[src/rtl/riscv_pkg.sv]
// Shared definitions for the multi-cycle RV32I control slice.
//   - opcode constants for the supported instruction classes
//   - ALU operation codes (producer side of the ALU interface)
//   - mux select encodings for result_src, alu_src_a, alu_src_b, imm_src
//   - FSM state enum and the ALU-decode class enum
//   - imm_src_for(): immediate format selected purely from the opcode
package riscv_pkg;

  localparam logic [6:0] OP_LOAD   = 7'b0000011;
  localparam logic [6:0] OP_STORE  = 7'b0100011;
  localparam logic [6:0] OP_RTYPE  = 7'b0110011;
  localparam logic [6:0] OP_ITYPE  = 7'b0010011;
  localparam logic [6:0] OP_LUI    = 7'b0110111;
  localparam logic [6:0] OP_AUIPC  = 7'b0010111;
  localparam logic [6:0] OP_BRANCH = 7'b1100011;
  localparam logic [6:0] OP_JAL    = 7'b1101111;
  localparam logic [6:0] OP_JALR   = 7'b1100111;

  localparam logic [3:0] ALU_ADD  = 4'b0000;
  localparam logic [3:0] ALU_SUB  = 4'b0001;
  localparam logic [3:0] ALU_OR   = 4'b0010;
  localparam logic [3:0] ALU_AND  = 4'b0011;
  localparam logic [3:0] ALU_XOR  = 4'b0100;
  localparam logic [3:0] ALU_SLT  = 4'b0101;
  localparam logic [3:0] ALU_SLL  = 4'b0110;
  localparam logic [3:0] ALU_SRL  = 4'b0111;
  localparam logic [3:0] ALU_SRA  = 4'b1000;
  localparam logic [3:0] ALU_SLTU = 4'b1001;
  localparam logic [3:0] ALU_LUI  = 4'b1111;

  localparam logic [1:0] RES_ALUOUT = 2'b00;  // registered ALU result
  localparam logic [1:0] RES_DATA   = 2'b01;  // read data register
  localparam logic [1:0] RES_ALU    = 2'b10;  // live alu_result

  localparam logic [1:0] SRCA_PC    = 2'b00;
  localparam logic [1:0] SRCA_OLDPC = 2'b01;
  localparam logic [1:0] SRCA_RS1   = 2'b10;

  localparam logic [1:0] SRCB_RS2   = 2'b00;
  localparam logic [1:0] SRCB_IMM   = 2'b01;
  localparam logic [1:0] SRCB_FOUR  = 2'b10;

  localparam logic [2:0] IMM_I = 3'b000;
  localparam logic [2:0] IMM_S = 3'b001;
  localparam logic [2:0] IMM_B = 3'b010;
  localparam logic [2:0] IMM_J = 3'b011;
  localparam logic [2:0] IMM_U = 3'b100;

  typedef enum logic [3:0] {
    S_FETCH     = 4'd0,
    S_DECODE    = 4'd1,
    S_MEMADR    = 4'd2,
    S_MEMREAD   = 4'd3,
    S_MEMWB     = 4'd4,
    S_MEMWRITE  = 4'd5,
    S_EXECUTER  = 4'd6,
    S_EXECUTEI  = 4'd7,
    S_ALUWB     = 4'd8,
    S_BRANCH    = 4'd9,
    S_JAL       = 4'd10,
    S_JALR      = 4'd11,
    S_JALR_LINK = 4'd12,
    S_AUIPC     = 4'd13,
    S_ILLEGAL   = 4'd14
  } state_t;

  // What the ALU is being used for in the current state.
  typedef enum logic [1:0] {
    ALU_CLS_ADD,     // address / PC arithmetic
    ALU_CLS_BRANCH,  // compare for branch resolution
    ALU_CLS_EXEC_R,  // register-register op
    ALU_CLS_EXEC_I   // register-immediate op or LUI
  } alu_cls_t;

  function automatic logic [2:0] imm_src_for(input logic [6:0] op);
    case (op)
      OP_STORE:         return IMM_S;
      OP_BRANCH:        return IMM_B;
      OP_JAL:           return IMM_J;
      OP_LUI, OP_AUIPC: return IMM_U;
      default:          return IMM_I;
    endcase
  endfunction

endpackage

[src/rtl/alu_decoder.sv]
// Combinational ALU operation decoder.
//   funct3, funct7b5 : instruction fields from the instruction register
//   op5              : op[5]; in the immediate class it separates LUI from OP-IMM
//   cls              : what the current FSM state uses the ALU for
//   alu_control      : 4-bit ALU op code
module alu_decoder
  import riscv_pkg::*;
(
  input  logic [2:0] funct3,
  input  logic       funct7b5,
  input  logic       op5,
  input  alu_cls_t   cls,
  output logic [3:0] alu_control
);

  // NOTE: every combinational output gets a default first so no path can infer a latch.
  always_comb begin
    alu_control = ALU_ADD;
    case (cls)
      ALU_CLS_BRANCH: begin
        case (funct3)
          3'b000, 3'b001: alu_control = ALU_SUB;   // beq / bne
          3'b100, 3'b101: alu_control = ALU_SLT;   // blt / bge
          3'b110, 3'b111: alu_control = ALU_SLTU;  // bltu / bgeu
          default:        alu_control = ALU_ADD;
        endcase
      end
      ALU_CLS_EXEC_R, ALU_CLS_EXEC_I: begin
        if (cls == ALU_CLS_EXEC_I && op5) begin
          alu_control = ALU_LUI;
        end else begin
          case (funct3)
            // funct7b5 on an immediate add is just immediate bit 10, not sub.
            3'b000: alu_control = (cls == ALU_CLS_EXEC_R && funct7b5) ? ALU_SUB : ALU_ADD;
            3'b001: alu_control = ALU_SLL;
            3'b010: alu_control = ALU_SLT;
            3'b011: alu_control = ALU_SLTU;
            3'b100: alu_control = ALU_XOR;
            // srai carries funct7b5 as well, so both classes honour it here.
            3'b101: alu_control = funct7b5 ? ALU_SRA : ALU_SRL;
            3'b110: alu_control = ALU_OR;
            default: alu_control = ALU_AND;
          endcase
        end
      end
      default: alu_control = ALU_ADD;
    endcase
  end

endmodule

[src/rtl/multicycle_control.sv]
// Multi-cycle RV32I control unit (Moore FSM) driving the datapath.
//   clk, reset (async, active high)
//   op, funct3, funct7b5  : latched instruction fields
//   zero                  : ALU zero flag, used for branch resolution
//   mem_ready             : memory access completes this cycle
//   pc_write, adr_src, mem_write, ir_write, reg_write : datapath enables / address mux
//   result_src, alu_src_a, alu_src_b, imm_src         : datapath mux selects
//   alu_control           : ALU op code
//   illegal_instr         : one-cycle pulse for unsupported op/funct3
//   state_dbg             : current FSM state
module multicycle_control
  import riscv_pkg::*;
#(
  parameter int MEM_WAIT_EN = 1,
  parameter int STATE_W     = 4
) (
  input  logic               clk,
  input  logic               reset,
  input  logic [6:0]         op,
  input  logic [2:0]         funct3,
  input  logic               funct7b5,
  input  logic               zero,
  input  logic               mem_ready,
  output logic               pc_write,
  output logic               adr_src,
  output logic               mem_write,
  output logic               ir_write,
  output logic               reg_write,
  output logic [1:0]         result_src,
  output logic [1:0]         alu_src_a,
  output logic [1:0]         alu_src_b,
  output logic [2:0]         imm_src,
  output logic [3:0]         alu_control,
  output logic               illegal_instr,
  output logic [STATE_W-1:0] state_dbg
);

  state_t   state;
  alu_cls_t alu_cls;
  logic     mem_ok;
  logic     branch_f3_bad;
  logic     branch_taken;

  assign mem_ok        = (MEM_WAIT_EN != 0) ? mem_ready : 1'b1;
  assign branch_f3_bad = (funct3[2:1] == 2'b01);
  // beq, bge, bgeu take the branch on zero; bne, blt, bltu on non-zero.
  assign branch_taken  = (funct3 == 3'b000 || funct3 == 3'b101 || funct3 == 3'b111) ? zero : !zero;

  assign imm_src   = imm_src_for(op);
  assign state_dbg = STATE_W'(state);

  // NOTE: sequential state is updated with non-blocking assignments only.
  always_ff @(posedge clk or posedge reset) begin
    if (reset) begin
      state <= S_FETCH;
    end else begin
      case (state)
        S_FETCH:    if (mem_ok) state <= S_DECODE;
        S_DECODE: begin
          case (op)
            OP_LOAD, OP_STORE:  state <= S_MEMADR;
            OP_RTYPE:           state <= S_EXECUTER;
            OP_ITYPE, OP_LUI:   state <= S_EXECUTEI;
            OP_BRANCH:          state <= branch_f3_bad ? S_ILLEGAL : S_BRANCH;
            OP_JAL:             state <= S_JAL;
            OP_JALR:            state <= S_JALR;
            OP_AUIPC:           state <= S_AUIPC;
            default:            state <= S_ILLEGAL;
          endcase
        end
        S_MEMADR:   state <= op[5] ? S_MEMWRITE : S_MEMREAD;
        S_MEMREAD:  if (mem_ok) state <= S_MEMWB;
        S_MEMWRITE: if (mem_ok) state <= S_FETCH;
        S_EXECUTER, S_EXECUTEI, S_AUIPC, S_JAL: state <= S_ALUWB;
        S_JALR:     state <= S_JALR_LINK;
        default:    state <= S_FETCH;  // MEMWB, ALUWB, BRANCH, JALR_LINK, ILLEGAL
      endcase
    end
  end

  always_comb begin
    pc_write      = 1'b0;
    adr_src       = 1'b0;
    mem_write     = 1'b0;
    ir_write      = 1'b0;
    reg_write     = 1'b0;
    illegal_instr = 1'b0;
    result_src    = RES_ALUOUT;
    alu_src_a     = SRCA_PC;
    alu_src_b     = SRCB_RS2;
    alu_cls       = ALU_CLS_ADD;

    case (state)
      S_FETCH: begin
        alu_src_b  = SRCB_FOUR;
        result_src = RES_ALU;
        pc_write   = mem_ok;
        ir_write   = mem_ok;
      end
      S_DECODE: begin
        alu_src_a = SRCA_OLDPC;
        alu_src_b = SRCB_IMM;
      end
      S_MEMADR: begin
        alu_src_a = SRCA_RS1;
        alu_src_b = SRCB_IMM;
      end
      S_MEMREAD:  adr_src = 1'b1;
      S_MEMWB: begin
        result_src = RES_DATA;
        reg_write  = 1'b1;
      end
      S_MEMWRITE: begin
        adr_src   = 1'b1;
        mem_write = 1'b1;
      end
      S_EXECUTER: begin
        alu_src_a = SRCA_RS1;
        alu_cls   = ALU_CLS_EXEC_R;
      end
      S_EXECUTEI: begin
        alu_src_a = SRCA_RS1;
        alu_src_b = SRCB_IMM;
        alu_cls   = ALU_CLS_EXEC_I;
      end
      S_AUIPC: begin
        alu_src_a = SRCA_OLDPC;
        alu_src_b = SRCB_IMM;
      end
      S_ALUWB:    reg_write = 1'b1;
      S_BRANCH: begin
        alu_src_a = SRCA_RS1;
        alu_cls   = ALU_CLS_BRANCH;
        pc_write  = branch_taken;
      end
      S_JAL: begin
        alu_src_a = SRCA_OLDPC;
        alu_src_b = SRCB_FOUR;
        pc_write  = 1'b1;  // ALUOut still holds the target computed in DECODE
      end
      S_JALR: begin
        alu_src_a  = SRCA_RS1;
        alu_src_b  = SRCB_IMM;
        result_src = RES_ALU;
        pc_write   = 1'b1;
      end
      S_JALR_LINK: begin
        alu_src_a  = SRCA_OLDPC;
        alu_src_b  = SRCB_FOUR;
        result_src = RES_ALU;
        reg_write  = 1'b1;
      end
      S_ILLEGAL:  illegal_instr = 1'b1;
      default: ;
    endcase

    // State is already FETCH while reset is high, but FETCH would otherwise
    // pass mem_ready straight through to pc_write/ir_write.
    if (reset) begin
      pc_write      = 1'b0;
      ir_write      = 1'b0;
      reg_write     = 1'b0;
      mem_write     = 1'b0;
      illegal_instr = 1'b0;
    end
  end

  alu_decoder u_alu_decoder (
    .funct3      (funct3),
    .funct7b5    (funct7b5),
    .op5         (op[5]),
    .cls         (alu_cls),
    .alu_control (alu_control)
  );

endmodule

[config.mk]
export PLATFORM = sky130hd
export DESIGN_NAME = multicycle_control
export DESIGN_NICKNAME = d
export VERILOG_FILES = /design/src/rtl/riscv_pkg.sv /design/src/rtl/alu_decoder.sv /design/src/rtl/multicycle_control.sv
export SDC_FILE = /design/constraint.sdc
export NUM_CORES = 1
export LEC_CHECK = 0
export ABC_AREA = 1
export CORE_MARGIN = 2
export CORE_UTILIZATION = 43
export CTS_BUF_LIST = sky130_fd_sc_hd__clkbuf_8
export CTS_CLUSTER_SIZE = 10
export DETAILED_ROUTE_END_ITERATION = 12
export GPL_TIMING_DRIVEN = 0
export PLACE_DENSITY = 0.84
export SYNTH_ARGS = -nofsm -noshare
export SYNTH_HDL_FRONTEND = slang
export SYNTH_HIERARCHICAL = 1
export SYNTH_SLANG_ARGS = --single-unit
[constraint.sdc]
create_clock -name clk -period 1.9 [get_ports clk]
set_input_delay 0.38 -clock clk [delete_from_list [all_inputs] [get_ports clk]]
set_output_delay 0.38 -clock clk [all_outputs]
set_load 0.1 [all_outputs]
==> flow_summary.toml, run 1 <==
[status]
status = "did not finish"
haltStage = "clock tree synthesis (4_1_cts)"
error = "[ERROR DPL-0033] detailed placement checks failed during check placement."

[placed_design]
port_buffers = 37
pre_cts_ws_ns = -1.31
gp_congestion = 0.856
dpl.hpwl_mm = 2.28

[logic_synthesis]
synthFlopType = "dfrtp_1"
synth-simple-area-share = 0.632
synth_mux_area_frac = 0
ys_types = 22
synth_nets = 185
synth-seq-area-share = 0.120
synth_edf_count = 0
ys_async_sr_fraction = 1.00
netlist_instances = 170
synthesis.area_um2 = 836
yosys_register_bits = 4
synth_fa_ha_area_frac = 0
synth_top_family_by_area = "simple AND/OR/NAND/NOR gates"
synth_compound_area_frac = 0.118
syn_area_per_cell_um2 = 4.92
synth-xor-area-share = 0
yosys_warnings = 6

[die]
initial_utilization = 0.469
die_y_um = 48.1
ios = 38
die_w_um = 48.1
rows = 15

[clock_network]
hold_buffers = 0
cts_max_path_buffers = 2
cts_sinks = 4
cts_resized = 200
root_buffer = "clkbuf_8"
h-tree-depth = 1
postCtsSetupRepairBufs = 13
cts_buffers = 3
==> stage by stage <==
step	area [um^2]	std cells
2_1_floorplan	1040	170
3_3_place_gp	1440	232
3_5_place_dp	1440	232
==> synth_stat cells, types with 2 or more instances <==
cell type	instances	share of area
a21oi_1	7	0.042
nor2_2	8	0.060
nand3_1	10	0.060
o21ai_0	4	0.024
nor2_1	30	0.13
dfrtp_1	4	0.12
nand2_1	56	0.25
o21ai_1	3	0.018
inv_1	25	0.11
nor3_1	3	0.018
nor2_4	2	0.027
inv_2	3	0.013
nand2_2	6	0.045
==> cells by family after synthesis <==
group,after synthesis
buf+inv,29
simple gates,119
compound gates,18
flops,4
==> run 2, diff against run 1 <==
--- a/config.mk
+++ b/config.mk
@@ -6,13 +6,11 @@
 export NUM_CORES = 1
 export LEC_CHECK = 0
 export ABC_AREA = 1
-export CORE_MARGIN = 2
-export CORE_UTILIZATION = 43
-export CTS_BUF_LIST = sky130_fd_sc_hd__clkbuf_8
-export CTS_CLUSTER_SIZE = 10
+export CORE_AREA = 2 2 63 65
 export DETAILED_ROUTE_END_ITERATION = 12
+export DIE_AREA = 0 0 65 67
 export GPL_TIMING_DRIVEN = 0
-export PLACE_DENSITY = 0.84
+export PLACE_DENSITY_LB_ADDON = 0.15
 export SYNTH_ARGS = -nofsm -noshare
 export SYNTH_HDL_FRONTEND = slang
 export SYNTH_HIERARCHICAL = 1
==> flow_summary.toml, run 2 <==
[status]
status = "finished with violations"
violations = "setup timing"

[layout]
drive_gt1_frac = 0.565
final_common_cell = "nand2_1"
largest_reg_flops = 4
nets = 249
syn_to_final_growth_pct = 136
fin_cells = 280
fin_util = 0.547
mostFrequentLayoutCells = "nand2_1, nor2_4, buf_4"
antenna_cells = 0

[grt]
grt_pass1_wl_mm = 4.95
grt_max_degree = 10
grt_pass1_vias = 1157
grt_use_total = 0.144
overflow = 0
antenna_found_initial = 0

[route]
firstDrtPassIters = 4
wl_per_cell_um = 11.2
vias = 1232
drc_errors = 0
drt_iter0_drc = 28
viasPerCell = 4.40
antenna_left = 0
routed_wl_mm = 3.15

[logic_synthesis]
synth_fa_ha_area_frac = 0
ys_types = 22
yosys_warnings = 6
yosys_register_bits = 4
synthTopCellsByArea = "nand2_1, nor2_1, dfrtp_1, inv_1, nand3_1"
synth.top_cell.area_share = 0.251
ys_top_cells_by_count = "nand2_1, nor2_1, inv_1, nand3_1, nor2_2"
synth_area_leader_cell = "nand2_1"
synth_mux_area_frac = 0
synth_edf_count = 0
synth-xor-area-share = 0
syn_area_per_cell_um2 = 4.92
synth_nets = 185
ys_async_sr_fraction = 1.00
synth.most_common_cell = "nand2_1"
netlist_instances = 170
synth-simple-area-share = 0.632
synth_compound_area_frac = 0.118
synthFlopType = "dfrtp_1"
synthesis.area_um2 = 836
synth_top_family_by_area = "simple AND/OR/NAND/NOR gates"
synth-seq-area-share = 0.120

[min_path]
hold_path_class = "input pin to asynchronous set/reset pin"

[clock_network]
cts_tree = "done"
cts_sinks = 4
cts_buffers = 3
h-tree-depth = 1
hold_buffers = 0
worstSkewPairLatency_ns = 0.22
root_buffer = "clkbuf_8"
cts.reportedPaths.clkPinSlew_ns = 0.03
cts_max_path_buffers = 2

[power]
p_per_area_nw_per_um2 = 1760
p_total_mw = 3.47
total_leakage_power_nw = 0.923
ir_drop_mv = 0.562

[placed_design]
gp_congestion = 0.813
dpl.hpwl_mm = 2.14
pre_cts_ws_ns = -1.32
placed_cells = 255
port_buffers = 37

[timing]
worst_pin_slew_ns = 0.544
timing.final.crit_share = 1.10
setup_slack_ns = -0.187
clock_skew_ns = 0.00183
rsz0062_at_grt = "true"
setup_violations = 11
relSlewSlack = 0.639
min_period_ns = 2.09
hold_viol_final = 0
drv_slew = 0
max_freq_mhz = 479

[critical_path]
worstPathArrival_ns = 1.71
cp-start-kind = "register"
endpoint_kind = "output port"
critPathLaunch = "state_dbg[1]"
critPathMaxFanout = 6
crit_type = "register to output port"
worst_ep_required_time_ns = 1.52
r2r_start = "state_dbg[0]"

[die]
die_w_um = 65
die_y_um = 67
die_area_um2 = 4360
ios = 38
rows = 22
initial_utilization = 0.232
core_um2 = 3610

[job]
max_cap_violations = 0
-- run 2: what timing repair did --
item,4_1_cts,5_1_grt
pin swaps,12,14
gates cloned,0,0
resized for setup,207,34
buffers inserted,15,7
endpoints found under the setup margin,23,17
-- run 2: routing by layer --
layer	track usage	vias to the layer above	part of all wire
met5	0	-	0
met4	0.0399	0	0.011
met3	0.0236	4	0.042
met2	0.259	31	0.52
met1	0.176	542	0.42
li1	-	655	-
-- run 2: worst max-delay path, cell delays in order, from the launching register on --
cell     delay (ns)
dfrtp_4        0.53
nor2_4         0.18
inv_4          0.07
o21ai_4        0.16
nand2_2        0.10
nor2_4         0.15
a21oi_2        0.06
nand2_4        0.07
buf_12         0.16
-- run 2: final cells by class --
type | count | area, um^2
Tap cell | 48 | 60.1
Sequential cell | 4 | 115
Fill cell | 349 | 1630
Timing Repair Buffer | 59 | 664
Multi-Input combinational cell | 137 | 957
Inverter | 29 | 135
Clock buffer | 3 | 41.3
-- run 2: worst paths after layout --
path / endpoint / slack, ns / cells past startpoint
max: alu_control[3] / -0.19 / 8
min: state_dbg[3] / 0.43 / 2
max reg2reg: state_dbg[1] / 0.34 / 9
min reg2reg: state_dbg[2] / 0.73 / 3
max in group asynchronous: state_dbg[2] / 1.28 / 2
min in group clk: state_dbg[1] / 0.70 / 2
-- run 2: cell families (layout without fill, tap and decap cells) --
group	after synthesis	count (layout)
AO/OA/AOI/OAI	18	18
flip-flops	4	4
buffers and inverters	29	91
AND/OR/NAND/NOR	119	119
-- run 2: where the power goes --
group | total [mW] | switching, mW | internal (mW) | leakage, nW
Combinational | 3.03 | 1.98 | 1.05 | 0.856
Sequential | 0.254 | 0.107 | 0.146 | 0.0456
Clock | 0.179 | 0.0441 | 0.135 | 0.0216
-- run 2: per-stage QoR --
step	TNS (ns)	hold WS, ns	instance area [um^2]
final	-1.25	0.434	1970
after global routing	-2.01	0.472	1970
after CTS	-1.03	0.438	1820
after detailed placement	-18.37	0.611	1470
after global placement	-18.44	0.605	1470
after floorplan	-2.10	0.146	1040
Note: power is estimated with default switching activity, not from simulation.
==> run 3, diff against run 2 <==
--- a/config.mk
+++ b/config.mk
@@ -11,6 +11,7 @@
 export DIE_AREA = 0 0 65 67
 export GPL_TIMING_DRIVEN = 0
 export PLACE_DENSITY_LB_ADDON = 0.15
+export RECOVER_POWER = 100
 export SYNTH_ARGS = -nofsm -noshare
 export SYNTH_HDL_FRONTEND = slang
 export SYNTH_HIERARCHICAL = 1
==> results of run 3 <==
Same layout as run 2: the final DEF is identical, and so are final timing and power.
==> run 4, diff against run 3 <==
--- a/config.mk
+++ b/config.mk
@@ -5,7 +5,6 @@
 export SDC_FILE = /design/constraint.sdc
 export NUM_CORES = 1
 export LEC_CHECK = 0
-export ABC_AREA = 1
 export CORE_AREA = 2 2 63 65
 export DETAILED_ROUTE_END_ITERATION = 12
 export DIE_AREA = 0 0 65 67
==> flow_summary.toml, run 4 <==
[power]
p_per_area_nw_per_um2 = 1570
switching_power_mw = 1.89
ir_drop_mv = 0.624
power_frac_comb = 0.892
total_leakage_power_nw = 0.860
p_total_mw = 3.29
seqPwrFrac = 0.054
internal-power_mw = 1.40
swShare = 0.574
power_frac_clock = 0.054

[route]
wl_per_cell_um = 14.4
wl_met1_mm = 1.49
viasPerCell = 5.16
routed_wl_mm = 3.46
routed-wl-met2_mm = 1.82
firstDrtPassIters = 4
vias = 1238
drc_errors = 0
top_layer = "met4"
drt_iter0_drc = 44
wl_met3_um = 126
antenna_left = 0

[layout]
antenna_cells = 0
fin_cells = 240
stdcell_area_um2 = 2090
nets = 209
syn_to_final_growth_pct = 135
largest_reg_flops = 4
mostFrequentLayoutCells = "buf_4, buf_6, buf_12"
drive_gt1_frac = 0.594
fin_util = 0.581
final_common_cell = "buf_4"

[grt]
grt_pass1_vias = 1225
antenna_found_initial = 0
grt_use_total = 0.163
grt_max_degree = 11
grt_pass1_wl_mm = 5.61
overflow = 0

[logic_synthesis]
netlist_instances = 123
synth_edf_count = 0
synthTopCellsByArea = "dfrtp_1, buf_6, nand2b_1, nor2b_1, nor3_1"
ys_top_cells_by_count = "nand2_1, nor3_1"
yosys_register_bits = 4
ys_types = 48
synth.top_cell.area_share = 0.112
ys_async_sr_fraction = 1.00
yosys_warnings = 6
synth_area_leader_cell = "dfrtp_1"
synthFlopType = "dfrtp_1"
syn_area_per_cell_um2 = 7.24
synth_nets = 138
synth.most_common_cell = "nand2_1"
synth-seq-area-share = 0.112
synthesis.area_um2 = 891

[critical_path]
cp-start-kind = "register"
worstPathCellList = "nor2b_4 > and2_4 > a21o_1 > and2_4 > a22o_4 > a31oi_4 > nor2b_4 > buf_12"
worstPathArrival_ns = 1.93
r2r_start = "state_dbg[3]"
crit_slowest_cell = "dfrtp_4"
rrSetupSlack_ns = 0.17
crit_type = "register to output port"
critPathMaxFanout = 5
worst_ep_required_time_ns = 1.52
endpoint_kind = "output port"
max_stage_delay_ns = 0.49
critPathLaunch = "state_dbg[1]"
rr_endpoint = "state_dbg[1]"
reg2reg_depth = 8

[timing]
setup_violations = 12
timing.final.crit_share = 1.22
drv_slew = 0
min_period_ns = 2.31
relSlewSlack = 0.356
rsz0062_at_grt = "true"
max_freq_mhz = 433
whs_ns = 0.436
tns_ns = -2.88
hold_viol_final = 0
clock_skew_ns = 0.00394
setup_slack_ns = -0.412
worst_pin_slew_ns = 0.971

[placed_design]
gp_congestion = 0.858
dpl.hpwl_mm = 2.35
placed_cells = 207
pre_cts_ws_ns = -1.42
placed_area_um2 = 1570
port_buffers = 36

[die]
die_area_um2 = 4360
die_y_um = 67
core_um2 = 3610
ios = 38
initial_utilization = 0.247
rows = 22
die_w_um = 65

[clock_network]
cts_max_path_buffers = 2
root_buffer = "clkbuf_8"
h-tree-depth = 1
cts_buffers = 3
cts_sinks = 4
cts.reportedPaths.clkPinSlew_ns = 0.03
hold_buffers = 0
cts_tree = "done"
worstSkewPairLatency_ns = 0.22

[status]
status = "finished with violations"
violations = "setup timing"

[min_path]
hold_path_class = "input pin to asynchronous set/reset pin"

[job]
max_cap_violations = 0
[run 4: timing repair]
item                                    CTS  global route
pin swaps                                13            10
cloned                                    0             0
resized for setup                       195            32
endpoints found under the setup margin   23            21
setup buffers                            20            11
[run 4: final cells by class]
class                           count  area (um^2)
Sequential cell                     4          115
Buffer                             10          120
Tap cell                           48         60.1
Inverter                            7         30.0
Clock buffer                        3         41.3
Fill cell                         328         1510
Timing Repair Buffer               66          719
Multi-Input combinational cell    102         1010
[run 4: power groups by stage]
stage / logic (mW) / registers, mW / clock network [mW]
floorplan: 1.64 / 0.394 / 0
global placement: 2.29 / 0.176 / 0
detailed placement: 2.30 / 0.176 / 0
CTS: 2.65 / 0.175 / 0.180
global route: 3.05 / 0.182 / 0.186
finish: 2.93 / 0.177 / 0.177
[run 4: worst max-delay path: cells and delay by family (launching register included)]
family / cells / cell delay (ns)
simple gates: 4 / 0.52
buf+inv: 1 / 0.16
compound gates: 3 / 0.53
flops: 1 / 0.49
[run 4: kinds of logic (layout without fill, tap and decap cells)]
| family | Yosys count | in the layout | share of synthesized area |
|---|---|---|---|
| and+or+nand+nor | 54 | 54 | 0.345 |
| AOI/OAI and AO/OA | 44 | 44 | 0.381 |
| buffers and inverters | 17 | 86 | 0.119 |
| DFF | 4 | 4 | 0.112 |
| xor gates and xnor gates | 3 | 3 | 0.0295 |
| muxes | 1 | 1 | 0.0126 |
[run 4: worst max-delay path by stage]
| stage | endpoint | slack (ns) | depth (start not counted) |
|---|---|---|---|
| global route | alu_control[1] | -0.46 | 8 |
| CTS | alu_control[1] | -0.40 | 8 |
| global placement | pc_write | -1.40 | 6 |
| finish | alu_control[1] | -0.41 | 8 |
| floorplan | pc_write | -0.70 | 5 |
| detailed placement | pc_write | -1.42 | 6 |
[run 4: layer usage]
metal  vias to the layer above  GRT usage
li1                        597          -
met1                       603      0.201
met2                        34      0.296
met3                         4     0.0186
met4                         0     0.0452
met5                         -          0
